File: config.mk
export PLATFORM = sky130hd
export DESIGN_NAME = instr_sequencer
export DESIGN_NICKNAME = d
export VERILOG_FILES = /design/src/rtl/paper_pkg.sv /design/src/rtl/pc_counter.sv /design/src/rtl/instr_sequencer.sv
export SDC_FILE = /design/constraint.sdc
export NUM_CORES = 1
export LEC_CHECK = 0
export CORE_MARGIN = 2
export CORE_UTILIZATION = 46
export CTS_CLUSTER_SIZE = 14
export DETAILED_ROUTE_END_ITERATION = 12
export PLACE_DENSITY = 0.77
export SLEW_MARGIN = 20
export SYNTH_ARGS = -nofsm -noshare
export SYNTH_HDL_FRONTEND = slang
export SYNTH_SLANG_ARGS = --single-unit
File: constraint.sdc
create_clock -name clk -period 2.15 [get_ports clk]
set_clock_uncertainty 0.2 [all_clocks]
set_input_delay 0.43 -clock clk [delete_from_list [all_inputs] [get_ports clk]]
set_output_delay 0.43 -clock clk [all_outputs]
set_load 0.05 [all_outputs]
File: src/rtl/paper_pkg.sv
`default_nettype none
// ============================================================================
// Module   : paper_pkg
// Purpose  : Shared opcode constants, FSM state encoding and a small opcode
//            helper for the instruction sequencer.
// Revision : 1.0 - initial release
// ============================================================================
package paper_pkg;

   // Opcodes carried in prog_data[PC_W+1:PC_W]
   localparam logic [1:0] OP_INC = 2'b00;
   localparam logic [1:0] OP_DEC = 2'b01;
   localparam logic [1:0] OP_JNO = 2'b10;
   localparam logic [1:0] OP_STP = 2'b11;

   // Sequencer state encoding
   localparam int         STATE_W  = 3;
   localparam logic [2:0] ST_IDLE  = 3'd0;
   localparam logic [2:0] ST_FETCH = 3'd1;
   localparam logic [2:0] ST_ISSUE = 3'd2;
   localparam logic [2:0] ST_WAIT  = 3'd3;
   localparam logic [2:0] ST_HALT  = 3'd4;

   // INC and DEC are the only opcodes handed to an execution unit
   function automatic logic is_exec_op(input logic [1:0] op);
      return (op == OP_INC) || (op == OP_DEC);
   endfunction

endpackage
`default_nettype wire

File: src/rtl/pc_counter.sv
`default_nettype none
// ============================================================================
// Module   : pc_counter
// Purpose  : Program counter with synchronous reset, load, increment and
//            hold. Load has priority over increment; increment wraps
//            modulo 2^PC_W.
// Revision : 1.0 - initial release
// ============================================================================
module pc_counter #(
   parameter int PC_W = 4
) (
   input  logic            clk,
   input  logic            rst,
   input  logic            load,
   input  logic            inc,
   input  logic [PC_W-1:0] load_val,
   output logic [PC_W-1:0] pc
);

   // PC register: reset, then load, then increment, otherwise hold
   always_ff @(posedge clk) begin
      if (rst)
         pc <= '0;
      else if (load)
         pc <= load_val;
      else if (inc)
         pc <= pc + PC_W'(1);
   end

endmodule
`default_nettype wire

File: src/rtl/instr_sequencer.sv
`default_nettype none
// ============================================================================
// Module   : instr_sequencer
// Purpose  : Fetches 2-bit opcodes from a combinational ROM, issues INC/DEC
//            to an execution unit and waits for completion, evaluates JNO
//            against the captured status flag, and halts on STP.
// Options  : SEQ_TIMEOUT_EN - adds a WAIT watchdog; TIMEOUT consecutive WAIT
//            cycles without mn raise err and force HALT.
// Revision : 1.0 - initial release
// ============================================================================
module instr_sequencer
   import paper_pkg::*;
#(
   parameter int PC_W    = 4,
   parameter int TIMEOUT = 8
) (
   input  logic            clk,
   input  logic            rst,
   input  logic            start,
   output logic [PC_W-1:0] prog_addr,
   input  logic [PC_W+1:0] prog_data,
   output logic [1:0]      instruct,
   output logic            pulser,
   input  logic            mn,
   input  logic            sta,
   output logic            busy,
   output logic            halted,
   output logic            err
);

   logic [STATE_W-1:0] state;
   logic [STATE_W-1:0] state_nxt;
   logic [1:0]         ir_op;
   logic [PC_W-1:0]    ir_tgt;
   logic               status_flag;
   logic               start_ok;
   logic               timeout_hit;
   logic               pc_load;
   logic               pc_inc;
   logic [PC_W-1:0]    pc_load_val;

   if (TIMEOUT < 1) begin : g_timeout_check
      $error("instr_sequencer: TIMEOUT must be at least 1");
   end

   // start is honoured only from the two resting states
   assign start_ok = start && ((state == ST_IDLE) || (state == ST_HALT));

`ifdef SEQ_TIMEOUT_EN
   localparam int CNT_W = $clog2(TIMEOUT + 1);
   logic [CNT_W-1:0] wait_cnt;

   // Count consecutive WAIT cycles without completion; cleared on leaving WAIT
   always_ff @(posedge clk) begin
      if (rst || (state != ST_WAIT) || mn)
         wait_cnt <= '0;
      else
         wait_cnt <= wait_cnt + CNT_W'(1);
   end

   // mn on the final allowed cycle wins over the watchdog
   assign timeout_hit = (state == ST_WAIT) && !mn && (wait_cnt == CNT_W'(TIMEOUT - 1));

   // Sticky watchdog error, cleared by reset or an accepted start
   always_ff @(posedge clk) begin
      if (rst)
         err <= 1'b0;
      else if (start_ok)
         err <= 1'b0;
      else if (timeout_hit)
         err <= 1'b1;
   end
`else
   assign timeout_hit = 1'b0;
   assign err         = 1'b0;
`endif

   // State register
   always_ff @(posedge clk) begin
      if (rst)
         state <= ST_IDLE;
      else
         state <= state_nxt;
   end

   // Next-state decode
   always_comb begin
      state_nxt = state;
      case (state)
         ST_IDLE, ST_HALT: if (start) state_nxt = ST_FETCH;
         ST_FETCH:         state_nxt = ST_ISSUE;
         ST_ISSUE: begin
            if (is_exec_op(ir_op))
               state_nxt = ST_WAIT;
            else if (ir_op == OP_JNO)
               state_nxt = ST_FETCH;
            else
               state_nxt = ST_HALT;
         end
         ST_WAIT: begin
            if (mn)
               state_nxt = ST_FETCH;
            else if (timeout_hit)
               state_nxt = ST_HALT;
         end
         default:          state_nxt = ST_IDLE;
      endcase
   end

   // Output and PC-control decode
   always_comb begin
      busy        = (state == ST_FETCH) || (state == ST_ISSUE) || (state == ST_WAIT);
      halted      = (state == ST_HALT);
      instruct    = ((state == ST_ISSUE) || (state == ST_WAIT)) ? ir_op : OP_INC;
      pulser      = (state == ST_ISSUE) && is_exec_op(ir_op);
      pc_load     = 1'b0;
      pc_inc      = 1'b0;
      pc_load_val = '0;
      case (state)
         ST_IDLE, ST_HALT: pc_load = start;
         ST_ISSUE: begin
            if (ir_op == OP_JNO) begin
               pc_load     = !status_flag;
               pc_inc      = status_flag;
               pc_load_val = ir_tgt;
            end
         end
         ST_WAIT:          pc_inc = mn;
         default:          ;
      endcase
   end

   // Instruction register and status flag
   always_ff @(posedge clk) begin
      if (rst) begin
         ir_op       <= OP_INC;
         ir_tgt      <= '0;
         status_flag <= 1'b0;
      end else begin
         if (start_ok)
            status_flag <= 1'b0;
         else if ((state == ST_WAIT) && mn)
            status_flag <= sta;
         if (state == ST_FETCH)
            {ir_op, ir_tgt} <= prog_data;
      end
   end

   pc_counter #(
      .PC_W     (PC_W)
   ) u_pc (
      .clk      (clk),
      .rst      (rst),
      .load     (pc_load),
      .inc      (pc_inc),
      .load_val (pc_load_val),
      .pc       (prog_addr)
   );

endmodule
`default_nettype wire

; Word-level counts from Yosys, hierarchy flattened
; Index checks and enable logic that the tools add are counted.
[op_classes]
div = 0
n_addsub = 1
bitwise_logic = 0
reduce_logical = 15
muxes = 14
n_eq_ne = 8
shift = 0
multipliers = 0
order_cmp = 0
[op_table]
columns = cell, n
row1 = two-way mux 4 bit, 4
row2 = two-way mux 3 bit, 4
row3 = case mux 3 bit (4 select lines), 1
row4 = "== test 3 x 2 -> 1 bit, second input constant", 2
row5 = logical OR 1 bit, 5
row6 = "adder 4 x 1 -> 4 bit, second input constant", 1
row7 = "inequality test 2 bit, second input constant", 2
row8 = case mux 1 bit (2 select lines), 2
row9 = OR reduction 2 bit, 2
row10 = "== test 3 x 1 -> 1 bit, second input constant", 1
row11 = "== test 3 bit, second input constant", 1
row12 = logical AND 1 bit, 3
row13 = logical NOT 3 bit, 1
row14 = "== test 2 x 1 -> 1 bit, second input constant", 1
row15 = "== test 2 bit, second input constant", 1
row16 = logical NOT 2 bit, 1
row17 = two-way mux 1 bit, 2
row18 = two-way mux 2 bit, 1
row19 = AND reduction 2 bit, 1
row20 = nonzero test 2 bit, 1
row21 = logical NOT 1 bit, 1
[word_totals]
input_bits = 11
rom_bits = 0
ram_bits = 0
reg_bits = 14
mem_count = 0
latch_bits = 0
out_inout_bits = 10

; Depth between registers and ports, before layout
[logic_depth]
ltp_word = 5
mapped_depth = 5

; Hierarchy
; Synthesis repeated with hierarchy kept, for this count alone.
[unflattened]
hier_cells = 79
hier_area_um2 = 714.4
[modules_own_cells]
columns = mod, cells_each, area_each_um2, n_inst
row1 = instr_sequencer, 57, 509.2, 1
row2 = pc_counter, 22, 205.2, 1

; Worst setup path before layout
; No wires, ideal clock.
[synth_path]
path_type = reg2out
from = register state[1]
to = output busy
slack_ps = 379
n_path_buf = 1
path_stages_with_launch = 4
required_ps = 1520
arrival_time_ps = 1141
cell_sequence = dfxtp_1 buf_4 nor2_1 nor2_1
[synth_via]
elab_chain_cells = 3
elab_cells_between_ends = 5
[synth_rtl]
columns = element, line_no
row1 = start: declaration, instr_sequencer.sv:31  ; logic [STATE_W-1:0] state;
row2 = start signal: assignment, instr_sequencer.sv:83  ; state <= state_nxt;
row3 = == test 3 x 1 -> 1 bit or == test 3 x 2 -> 1 bit (tied branches), instr_sequencer.sv:112  ; busy = (state == ST_FETCH) || (state == ST_ISSUE) || (state == ST_WAIT);
row4 = logical OR 1 bit, instr_sequencer.sv:112
row5 = logical OR 1 bit (*), instr_sequencer.sv:112
row6 = end: declaration, instr_sequencer.sv:26  ; output logic busy,
; Mark *: on every way between the ends. The rest lies on a longest branch, timed or not.

; Worst setup path in the final report
[layout_path]
from = register state[1]
to = output pulser
[layout_via]
elab_chain_cells = 2
[layout_rtl]
columns = element, line_no
row1 = == test 3 x 2 -> 1 bit, instr_sequencer.sv:115  ; pulser = (state == ST_ISSUE) && is_exec_op(ir_op);
row2 = logical AND 1 bit, instr_sequencer.sv:115
row3 = end: declaration, instr_sequencer.sv:23  ; output logic pulser,
; No other way between the ends.

==> impl_metrics.toml <==
[timing]
period_needed_ps = 1949
period_share_pct = 90.66
finalSetupViolCount = 0
final_max_slew_viol_count = 0
hold_violations = 0
fin_setup_tns_ps = 0
rsz0062_at_grt = "no"
clock.fmax_ghz = 0.5130

[worst_setup_path]
arrival_ps = 1320
reg2reg_depth = 4
ff2ff_setup_slack_ps = 400
crit_path_end_kind = "output pin"
startpoint_type = "flip-flop"
rr_endpoint = "u_pc.pc[0]"
cp.required_ps = 1520
critPathMaxFanout = 9
crit-reg2reg-launch = "state[2]"
crit_type = "reg2out"

[logic_synthesis]
synthMostInstantiatedCell = "dfxtp_1"
synthTopCellsByCount = "14 x dfxtp_1, 11 x nor2_1, 9 x mux2i_1, 5 x nor3_1, 4 x a21oi_1"
yosysTopAreaCell = "dfxtp_1"
ys_types = 29
synth_flop_cell = "dfxtp_1"
yosysWarnings = 0
synth_top_family_by_area = "simple AND/OR/NAND/NOR gates"
yosys.area_share.simple_pct = 27.79
synth_xor_area_share_pct = 0
async_flop_share_pct = 0
syn-num-nets = 92
synth.top_cells.by_area = "dfxtp_1 36%, mux2i_1 12%, nor2_1 5.3%"
synth_top_area_share_pct = 36.19
postSynthAreaPerCell_um2 = 9.681
syn_area_um2 = 774.5
ys_ff_latch = 14
muxShareOfSynthArea_pct = 11.63
synth_compound_area_share_pct = 15.51
synth_seq_area_share_pct = 36.19
synth_fa_ha_area_share_pct = 1.616
synth-edff-count = 0
synth_cells = 80

[route]
first_pass_iters = 4
vias = 636
drc_errors = 0
routed_wl_um = 1492
ant_nets = 0
drt_iter0_drc = 8
wl_per_cell_um = 12.86
via_per_inst = 5.483

[worst_hold_path]
min_to = "u_pc.pc[1]"
worstHoldStart = "u_pc.pc[1]"
hp-class = "reg2reg"
hold_depth = 2

[finish]
drive_gt1_share_pct = 27.00
multi_input_area_um2 = 441.7
area_growth_syn_to_layout_pct = 33.76
fillers = 125
fin_util_pct = 67.21
regArea_um2 = 281.5
nets = 113
antenna_cells = 0
fin_cells = 116

[clocking]
cts_sinks = 14
cts_tree = "built"
clk_latency_ps = 280
root_buffer = "clkbuf_4"
clockBufferDepth = 2
post_cts_buffers = 0
clk_pin_slew_ps = 90
cts_made_buffers = 3
cts.htree.levels = 1

[pwr]
power_per_cell_area_nw_per_um2 = 677.0
irDropWorstVdd_uv = 481.9
power.leakage_nw = 0.4075

[grt]
grt_pass1_vias = 574
track_usage_pct = 16.49
grt_overflow = 0
grt_max_degree = 11
grt_pass1_wl_um = 2428
antenna_found_initial = 0

[placed_design]
io_buffers = 19
gp_congestion = 0.7663
hpwlAfterDp_um = 1118
dp_cells = 112

[floorplanning]
rows = 14
dieArea_um2 = 2028
dieWidth_um = 45.03
initial_core_util_pct = 50.24
io_pins = 21
placeableCoreArea_um2 = 1541
die_y_um = 45.03

[outcome]
status = "complete, no violations"

[run]
maxCapViolCount = 0
[worst max-delay path, stage by stage, from the launching register on]
cell,delay (ps)
dfxtp_2,440
nor2b_4,250
and2_1,200
buf_12,140
[power by group]
| group | switching [mW] | leakage, nW | internal (mW) |
|---|---|---|---|
| sequential | 0.0258 | 0.115 | 0.278 |
| clock | 0.0889 | 0.0210 | 0.103 |
| combinational | 0.110 | 0.272 | 0.0957 |
| total | 0.225 | 0.407 | 0.476 |
[repair_timing]
action	in CTS	in global routing
setup endpoints to repair	0	3
resized for setup	0	1
endpoints found under the hold margin	0	0
hold buffers	0	0
[how the worst max path moves through the flow]
stage              from          end  slack (ps)  depth (start not counted)
2_1_floorplan  state[1]         busy         380                          3
3_3_place_gp      start   u_pc.pc[1]         100                          5
3_5_place_dp      start   u_pc.pc[1]          80                          5
4_1_cts        state[1]       pulser          40                          3
5_1_grt        state[1]  instruct[1]         100                          3
6_report       state[1]       pulser         200                          3
[kinds of logic after synthesis]
| logic type | Yosys count |
|---|---|
| simple gates | 34 |
| flops | 14 |
| compound gates | 13 |
| mux | 9 |
| buf+inv | 8 |
| fa+ha+maj | 1 |
| other cells | 1 |
[flip-flops by register name, summed over array words and instances (netlist names)]
signal and count:
ir_tgt 4, state 3, status_flag 1, u_pc.pc 4, ir_op 2
[layer usage]
metal,GRT usage [%],vias up,share of wire [%]
met2,24.57,10,50
met5,0,-,0
li1,-,324,-
met3,3.600,2,2.8
met1,22.14,300,47
met4,8.824,0,0.67
[final cells by class]
type                            count  area share (%)
Multi-Input combinational cell     58           42.63
Sequential cell                    14           27.17
Timing Repair Buffer               21           23.67
Clock buffer                        4           3.502
Tap cell                           16           1.932
Inverter                            3           1.087
[cells in the final DEF, fill, tap and decap left out, types with 3 or more instances in the layout]
master,n
dfxtp_1,13
nor2_1,11
clkdlybuf4s50_1,10
mux2i_1,9
buf_4,6
nor3_1,5
buf_12,5
a21oi_1,4
and2_1,3
nand2_1,3
inv_1,3
clkbuf_4,3
[stage by stage]
| stage | area [µm²] | setup slack [ps] | hold WS (ps) | power, mW |
|---|---|---|---|---|
| finish | 1036 | 200.7 | 319.0 | 0.7014 |
| global route | 1036 | 103.2 | 348.3 | 0.7373 |
| CTS | 1035 | 43.68 | 316.9 | 0.7086 |
| detailed placement | 998.5 | 77.95 | 301.7 | 0.5152 |
| global placement | 998.5 | 103.3 | 280.7 | 0.5118 |
| floorplan | 774.5 | 379.1 | 259.6 | 0.4469 |
Power figures use the tool's default switching activity.
